## src/rtl/ro_enc_gen.sv

```systemverilog
// ro_enc_gen: quadrature rotary-encoder waveform generator driven by detent commands
module ro_enc_gen #(
    parameter int P_PHASE_CLKS = 1000,
    parameter int P_CNT_W      = 8,
    parameter int P_POS_W      = 16
) (
    input  logic               i_clk,
    input  logic               i_rst,
    input  logic               i_cmd_valid,
    output logic               o_cmd_ready,
    input  logic               i_cmd_dir,
    input  logic [P_CNT_W-1:0] i_cmd_cnt,
    input  logic               i_abort,
    output logic               o_enc_a,
    output logic               o_enc_b,
    output logic               o_busy,
    output logic               o_done,
    output logic [P_POS_W-1:0] o_pos
);
    localparam logic [1:0] S_IDLE = 2'd0;
    localparam logic [1:0] S_PH1  = 2'd1;
    localparam logic [1:0] S_REST = 2'd2;
    localparam logic [1:0] S_DONE = 2'd3;
    localparam int DW = $clog2(P_PHASE_CLKS);
    localparam logic [DW-1:0] DW_LAST = DW'(P_PHASE_CLKS - 1);

    logic [1:0]         r_state;
    logic [DW-1:0]      r_dwell;
    logic [P_CNT_W-1:0] r_rem;
    logic               r_dir;
    logic               r_abort;
    logic               r_a;
    logic               r_b;
    logic [P_POS_W-1:0] r_pos;
    logic               r_ready;
    logic               r_busy;
    logic               r_done;
    logic [1:0]         w_nxt;
    logic               w_dwell_end;
    logic               w_abort;
    logic               w_first;
    logic               w_second;
    logic               w_fdir;
    logic               w_tog_a;
    logic               w_tog_b;

    // Next-state logic; an abort seen on the final REST edge also ends the command
    always_comb begin
        w_dwell_end = r_dwell == DW_LAST;
        w_abort     = r_abort | i_abort;
        w_nxt       = r_state;
        case (r_state)
            S_IDLE: w_nxt = i_cmd_valid ? ((i_cmd_cnt == '0) ? S_DONE : S_PH1) : S_IDLE;
            S_PH1:  w_nxt = w_dwell_end ? S_REST : S_PH1;
            S_REST: w_nxt = w_dwell_end ? ((r_rem != '0 && !w_abort) ? S_PH1 : S_DONE) : S_REST;
            default: w_nxt = S_IDLE;
        endcase
        w_first  = (r_state == S_IDLE && i_cmd_valid && i_cmd_cnt != '0) || (r_state == S_REST && w_nxt == S_PH1);
        w_second = r_state == S_PH1 && w_dwell_end;
        w_fdir   = (r_state == S_IDLE) ? i_cmd_dir : r_dir;
        w_tog_a  = (w_first && w_fdir) || (w_second && !r_dir);
        w_tog_b  = (w_first && !w_fdir) || (w_second && r_dir);
    end

    // State, dwell timing, A/B toggling and position tracking
    always_ff @(posedge i_clk or negedge i_rst) begin
        if (!i_rst) begin
            r_state <= S_IDLE;
            r_dwell <= '0;
            r_rem   <= '0;
            r_dir   <= 1'b0;
            r_abort <= 1'b0;
            r_a     <= 1'b0;
            r_b     <= 1'b0;
            r_pos   <= '0;
            r_ready <= 1'b1;
            r_busy  <= 1'b0;
            r_done  <= 1'b0;
        end else begin
            r_state <= w_nxt;
            r_ready <= w_nxt == S_IDLE;
            r_busy  <= w_nxt == S_PH1 || w_nxt == S_REST;
            r_done  <= w_nxt == S_DONE;
            r_a     <= r_a ^ w_tog_a;
            r_b     <= r_b ^ w_tog_b;
            r_dwell <= (w_nxt != r_state || r_state == S_IDLE) ? '0 : (r_state == S_REST && i_abort) ? DW_LAST : r_dwell + 1'b1;
            if (r_state == S_IDLE && i_cmd_valid) begin
                r_dir <= i_cmd_dir;
                r_rem <= i_cmd_cnt;
            end
            if (r_state == S_DONE)
                r_abort <= 1'b0;
            else if ((r_state == S_PH1 || r_state == S_REST) && i_abort)
                r_abort <= 1'b1;
            if (w_second) begin
                r_pos <= r_dir ? r_pos + 1'b1 : r_pos - 1'b1;
                r_rem <= r_rem - 1'b1;
            end
        end
    end

    assign o_cmd_ready = r_ready;
    assign o_busy      = r_busy;
    assign o_done      = r_done;
    assign o_enc_a     = r_a;
    assign o_enc_b     = r_b;
    assign o_pos       = r_pos;
endmodule

```

## config.mk

```make
export PLATFORM = sky130hd
export DESIGN_NAME = ro_enc_gen
export DESIGN_NICKNAME = d
export VERILOG_FILES = /design/src/rtl/ro_enc_gen.sv
export SDC_FILE = /design/constraint.sdc
export NUM_CORES = 1
export LEC_CHECK = 0
export BUFFER_PORTS_ARGS = -buffer_cell sky130_fd_sc_hd__buf_2
export CORE_UTILIZATION = 60
export DETAILED_ROUTE_END_ITERATION = 6
export PLACE_DENSITY_LB_ADDON = 0.15
export SLEW_MARGIN = 20
export SYNTH_ARGS = -nofsm -noshare
export SYNTH_HDL_FRONTEND = slang
export SYNTH_SLANG_ARGS = --single-unit
```

## constraint.sdc

```tcl
create_clock -name i_clk -period 3.35 [get_ports i_clk]
set_input_delay 0.1675 -clock i_clk [delete_from_list [all_inputs] [get_ports i_clk]]
set_output_delay 0.1675 -clock i_clk [all_outputs]
set_load 0.005 [all_outputs]
```

==> flow_summary.toml, run 1 <==
[finish]
syn2layout_area_growth_pct = 11.5
nNetsFinal = 376
final_area_sq_um = 3090
n_antenna_cell = 0
fillers = 357
multi_input_area_sq_um = 1610
final_core_util = 0.705
ff_latch_area_sq_um = 1080
stdcell_count = 392
final_layout_size_suffix_gt1_frac = 0.147

[timing]
finalSetupTns_ns = 0
slew_viol_final = 0
worst_slack_ns = 0.706
period_minus_slack_ns = 2.64
fin_crit_sh = 0.789
fmax_mhz = 378
rsz0062_at_grt = "no"
hold_ws_ns = 0.00759
setup_violations = 0
worst_slew_pin_slew_ns = 0.938
relSlewSlack = 0.375
finalHoldViolCount = 0
fin_skew_ns = 0.00878

[min_path]
min_path_type = "in -> async"

[synthesis]
synth_area_leaders = "dfrtp_1 (38%), ha_1 (10%), nand2_1 (6.1%), o21ai_0 (5.1%), xnor2_1 (4.7%)"
yosysTopAreaCell = "dfrtp_1"
synth_area_sq_um = 2770
netlist_top_cells_count = "nand2_1 (45), dfrtp_1 (42), o21ai_0 (28)"
avgSynthCellArea_sq_um = 9.09
ys_seq_area_frac = 0.389
synth_flop_cell = "dfrtp_1"
yosysMostFrequentCell = "nand2_1"
syn_nets = 342
synth_warnings = 0
synth_top_area_frac = 0.379
yosysUniqueCellTypes = 45
synth_cells = 305
synth_edf_count = 0
synth_seq_cells = 43
async_flop_share = 1.00

[die]
ios = 34
rows = 24
die_h_um = 70.0
die-width_um = 70.0
design.die.area_sq_um = 4900
start_util = 0.632
core-area_sq_um = 4380

[route]
drtIter0Drc = 207
first_pass_iters = 5
viasPerCell = 5.90
finalWirelength_um = 5660
drc = 0
wl_per_cell_um = 14.4
final_antenna_net_count = 0
via_count = 2314

[placed_design]
hpwlAfterDp_um = 4010
gp_congestion = 0.804
port_buffers = 33
placed_cell_area_sq_um = 2970
pre_cts_slack_ns = 0.756
dp_cells = 384

[global_routing]
grt_pass1_wl_um = 10100
antenna_found_initial = 0
grt_max_degree = 49
first_global_vias = 2279
grt_overflow = 0
grt_use_total = 0.253

[worst_setup_path]
critPathKind = "reg -> reg"
reg2reg_depth = 8
end_kind = "flip-flop"
ff2ff_setup_slack_ns = 0.71
r2r-start = "r_dir$_DFFE_PN0P_"
crit_fanout = 16
crit_required_ns = 3.51
rr_endpoint = "o_pos[12]$_DFFE_PN0N_"
crit_path_start = "r_dir$_DFFE_PN0P_"
cp.arrival_ns = 2.80
start_kind = "flip-flop"

[clocking]
worstSkewPairLatency_ns = 0.29
ctsHoldBuffers = 0
cts_htree_levels = 2
post_cts_resized = 0
clkTransAtPathRegs_ns = 0.09
cts_setup_buffers = 0
cts.sinks = 43
cts_buffers = 5
cts_root_buf = "clkbuf_8"
cts_tree = "built"
cts_buffer_depth = 2

[run]
max_cap_viol_count = 0

[pwr]
power_density_nw_per_um2 = 544
leakagePower_nw = 1.43
total_power_mw = 1.68
ir_drop_uv = 380

[outcome]
run_status = "finished clean"
worst max-delay path: stages (launching register included):
cell and delay [ns]:
dfrtp_1 0.46, inv_1 0.45, ha_1 0.39, a211oi_1 0.35, o211ai_1 0.18, a31oi_1 0.32
a31oi_1 0.15, xnor2_1 0.14, o21ai_0 0.08
placed cells by master (no fill, tap or decap), types with 3 or more instances in the layout:
| cell | n |
|---|---|
| a211oi_1 | 11 |
| a21o_1 | 3 |
| a21oi_1 | 19 |
| a22oi_1 | 3 |
| a31oi_1 | 4 |
| and3_1 | 3 |
| buf_2 | 33 |
| clkbuf_8 | 6 |
| dfrtp_1 | 42 |
| ha_1 | 23 |
| inv_1 | 11 |
| nand2_1 | 45 |
| nand2b_1 | 3 |
| nand3_1 | 9 |
| nor2_1 | 19 |
| nor3_1 | 9 |
| nor4_1 | 6 |
| o211ai_1 | 4 |
| o21a_1 | 5 |
| o21ai_0 | 28 |
| xnor2_1 | 15 |
| xor2_1 | 8 |
kinds of logic after synthesis:
logic type / count (synthesis) / synth area share
compound gates: 86 / 0.197
mux: 1 / 0.00361
simple gates: 109 / 0.191
xor+xnor: 24 / 0.0786
flops: 43 / 0.389
fa+ha+maj: 24 / 0.111
buf+inv: 18 / 0.0298
metal layers:
metal	up-vias	routed length, um	track usage
li1	1167	-	-
met5	-	0	0
met4	0	25	0.0556
met2	64	2680	0.423
met1	1081	2740	0.346
met3	2	212	0.0433
report_power, final:
part,internal [mW],total (mW),switching [mW]
Sequential,0.602,0.681,0.0790
Combinational,0.230,0.566,0.336
Clock,0.245,0.433,0.188
Total,1.08,1.68,0.603
flip-flops by register name, summed over array words and instances (netlist names):
| register | count |
|---|---|
| o_pos | 16 |
| o_enc_b | 1 |
| o_enc_a | 1 |
| o_cmd_ready | 1 |
| o_busy | 1 |
| r_state | 2 |
| r_dwell | 10 |
| o_done | 1 |
| r_abort | 1 |
| r_dir | 1 |
| r_rem | 8 |
layout make-up:
type	instances	area share
Timing Repair Buffer	34	0.0559
Clock buffer	6	0.0267
Clock inverter	2	0.0126
Multi-Input combinational cell	244	0.522
Inverter	11	0.0134
Tap cell	52	0.0211
Sequential cell	43	0.349
how the worst max path moves through the flow:
stage / end / slack, ns
after CTS: o_enc_b$_DFF_PN0_ / 0.71
after detailed placement: o_pos[12]$_DFFE_PN0N_ / 0.76
after floorplan: o_enc_b$_DFF_PN0_ / 1.09
final: o_pos[12]$_DFFE_PN0N_ / 0.71
after global placement: o_enc_b$_DFF_PN0_ / 0.78
after global routing: o_enc_b$_DFF_PN0_ / 0.49
Power figures use the tool's default switching activity.
==> run 2, diff against run 1 <==
- ABC_AREA: not set -> 1
- CORE_UTILIZATION: 60 -> 59
- clock period: 3.35 -> 2.8 ns (I/O delays scaled with it)
==> run 2 against run 1 <==
The run now ends with negative hold slack left. Power is 18% higher. Clock-buffer cell count rose by 2. Clock power up 1%. Critical path type unchanged. Register-to-register slack got worse by 0.27 ns.
==> flow_summary.toml, run 2 <==
[outcome]
run_status = "finished with violations"
violations = "negative hold slack"

[timing]
hold_ws_ns = -0.0259
finalSetupTns_ns = 0
worst_slew_pin_slew_ns = 0.940
fin_skew_ns = 0.0101
rsz0062_at_grt = "no"
period_minus_slack_ns = 2.36
fin_crit_sh = 0.843
fmax_mhz = 424
slew_viol_final = 0
relSlewSlack = 0.374
setup_violations = 0
finalHoldViolCount = 21

[die]
die_h_um = 73.5
die-width_um = 73.5
ios = 34
rows = 25
core-area_sq_um = 4820
start_util = 0.626
design.die.area_sq_um = 5410

[global_routing]
antenna_found_initial = 0
grt_use_total = 0.261
first_global_vias = 2559
grt_max_degree = 44
grt_pass1_wl_um = 10900
grt_overflow = 0

[clocking]
clkTransAtPathRegs_ns = 0.09
cts_root_buf = "clkbuf_8"
cts_buffer_depth = 2
cts_tree = "built"
worstSkewPairLatency_ns = 0.30
cts_buffers = 5
cts_htree_levels = 2
ctsHoldBuffers = 0
cts_setup_buffers = 0
post_cts_resized = 0
cts.sinks = 43

[synthesis]
yosysTopAreaCell = "dfrtp_1"
synth_warnings = 0
synth_top_area_frac = 0.348
synth_cells = 388
yosysUniqueCellTypes = 34
synth_seq_cells = 43
synth_flop_cell = "dfrtp_1"
ys_seq_area_frac = 0.357
synth_area_leaders = "dfrtp_1 (35%), nand2_1 (11%), ha_1 (9.5%), nand3_1 (6.3%), inv_1 (5.2%)"
syn_nets = 425
yosysMostFrequentCell = "nand2_1"
synth_area_sq_um = 3020
avgSynthCellArea_sq_um = 7.78
synth_edf_count = 0
netlist_top_cells_count = "nand2_1 (88), dfrtp_1 (42), inv_1 (42)"
async_flop_share = 1.00

[finish]
final_common_cell = "nand2_1"
final_cell_mix = "nand2_1 (88), inv_1 (42), dfrtp_1 (42), nand3_1 (38), buf_2 (33)"
fillers = 410
largest_reg_flops = 16
nNetsFinal = 460
n_antenna_cell = 0
syn2layout_area_growth_pct = 10.8
final_layout_size_suffix_gt1_frac = 0.182
final_core_util = 0.694

[run]
max_cap_viol_count = 0

[route]
finalWirelength_um = 6240
drc = 0
viasPerCell = 5.42
final_antenna_net_count = 0
via_count = 2660
drtIter0Drc = 127
first_pass_iters = 4
wl_per_cell_um = 12.7

[pwr]
total_power_mw = 1.98
leakagePower_nw = 1.75
switching_power_mw = 0.758
pwr-share-clk = 0.221
p_sw_frac = 0.382
power_frac_seq = 0.408
power_density_nw_per_um2 = 594
p_int_mw = 1.23
p_comb_frac = 0.372
ir_drop_uv = 436

[worst_setup_path]
crit_fanout = 16
crit_required_ns = 3.05
cp_slowest_cell = "inv_1"
r2r-start = "r_dir$_DFFE_PN0P_"
cp_cell_sequence = "inv_1 -> ha_1 -> a21oi_1 -> inv_1 -> nor2_1 -> nand2_1 -> a21oi_1 -> or2_2 -> nand3_1 -> nand2_1"
critical_path.max_stage_delay_ns = 0.47
critPathKind = "reg -> reg"
end_kind = "flip-flop"
start_kind = "flip-flop"
cp.arrival_ns = 2.61
crit_path_start = "r_dir$_DFFE_PN0P_"

[placed_design]
hpwlAfterDp_um = 4640
gp_congestion = 0.850
port_buffers = 33

[min_path]
min_path_type = "in -> async"
run 2: cells by family after synthesis:
kind of cell / count (synthesis) / synth area share
adders and majority gates: 24 / 0.102
DFF: 43 / 0.357
buffers and inverters: 50 / 0.0638
and+or+nand+nor: 203 / 0.342
xor gates and xnor gates: 9 / 0.0261
AOI/OAI and AO/OA: 59 / 0.109
run 2: final timing paths:
check	end	slack [ns]	depth (start not counted)
setup / recovery	o_pos[11]$_DFFE_PN0N_	0.44	10
hold / removal	o_pos[8]$_DFFE_PN0N_	-0.03	1
setup reg to reg	o_pos[11]$_DFFE_PN0N_	0.44	10
hold reg to reg	o_enc_a$_DFF_PN0_	0.47	1
max in group asynchronous	o_pos[9]$_DFFE_PN0N_	2.22	1
min in group i_clk	r_rem[1]$_DFFE_PN0P_	0.11	3
run 2: worst max-delay path: cells and delay by family (launching register included):
family / cells / cell delay [ns]
adders and majority gates: 1 / 0.40
buffers and inverters: 2 / 0.53
and+or+nand+nor: 5 / 0.47
DFF: 1 / 0.44
AOI/OAI and AO/OA: 2 / 0.44
run 2: layout make-up:
| cell class | instances | area [sq um] | area share |
|---|---|---|---|
| well taps | 67 | 83.8 | 0.0251 |
| inverters | 45 | 169 | 0.0505 |
| multi-input cells | 295 | 1750 | 0.523 |
| clock buffers | 8 | 100 | 0.0299 |
| flip-flops and latches | 43 | 1080 | 0.322 |
| repair buffers | 33 | 165 | 0.0494 |
run 2: power groups by stage:
stage,combinational [mW],sequential [mW],clock (mW)
finish,0.738,0.809,0.438
CTS,0.733,0.807,0.448
global route,0.848,0.823,0.473
detailed placement,0.730,0.817,0
floorplan,0.574,0.802,0
global placement,0.712,0.814,0
run 2: metal layers:
| layer | track usage | vias to the layer above | share of wire |
|---|---|---|---|
| met3 | 0.0384 | 13 | 0.036 |
| li1 | - | 1358 | - |
| met4 | 0.0919 | 0 | 0.019 |
| met1 | 0.315 | 1226 | 0.44 |
| met2 | 0.469 | 63 | 0.50 |
| met5 | 0 | - | 0 |
run 2: through the flow:
step	cell area [sq um]	setup slack (ns)	cells
after global placement	3240	0.524	483
after floorplan	3020	0.830	388
final	3340	0.440	491
after detailed placement	3240	0.487	483
after CTS	3340	0.467	491
after global routing	3340	0.192	491
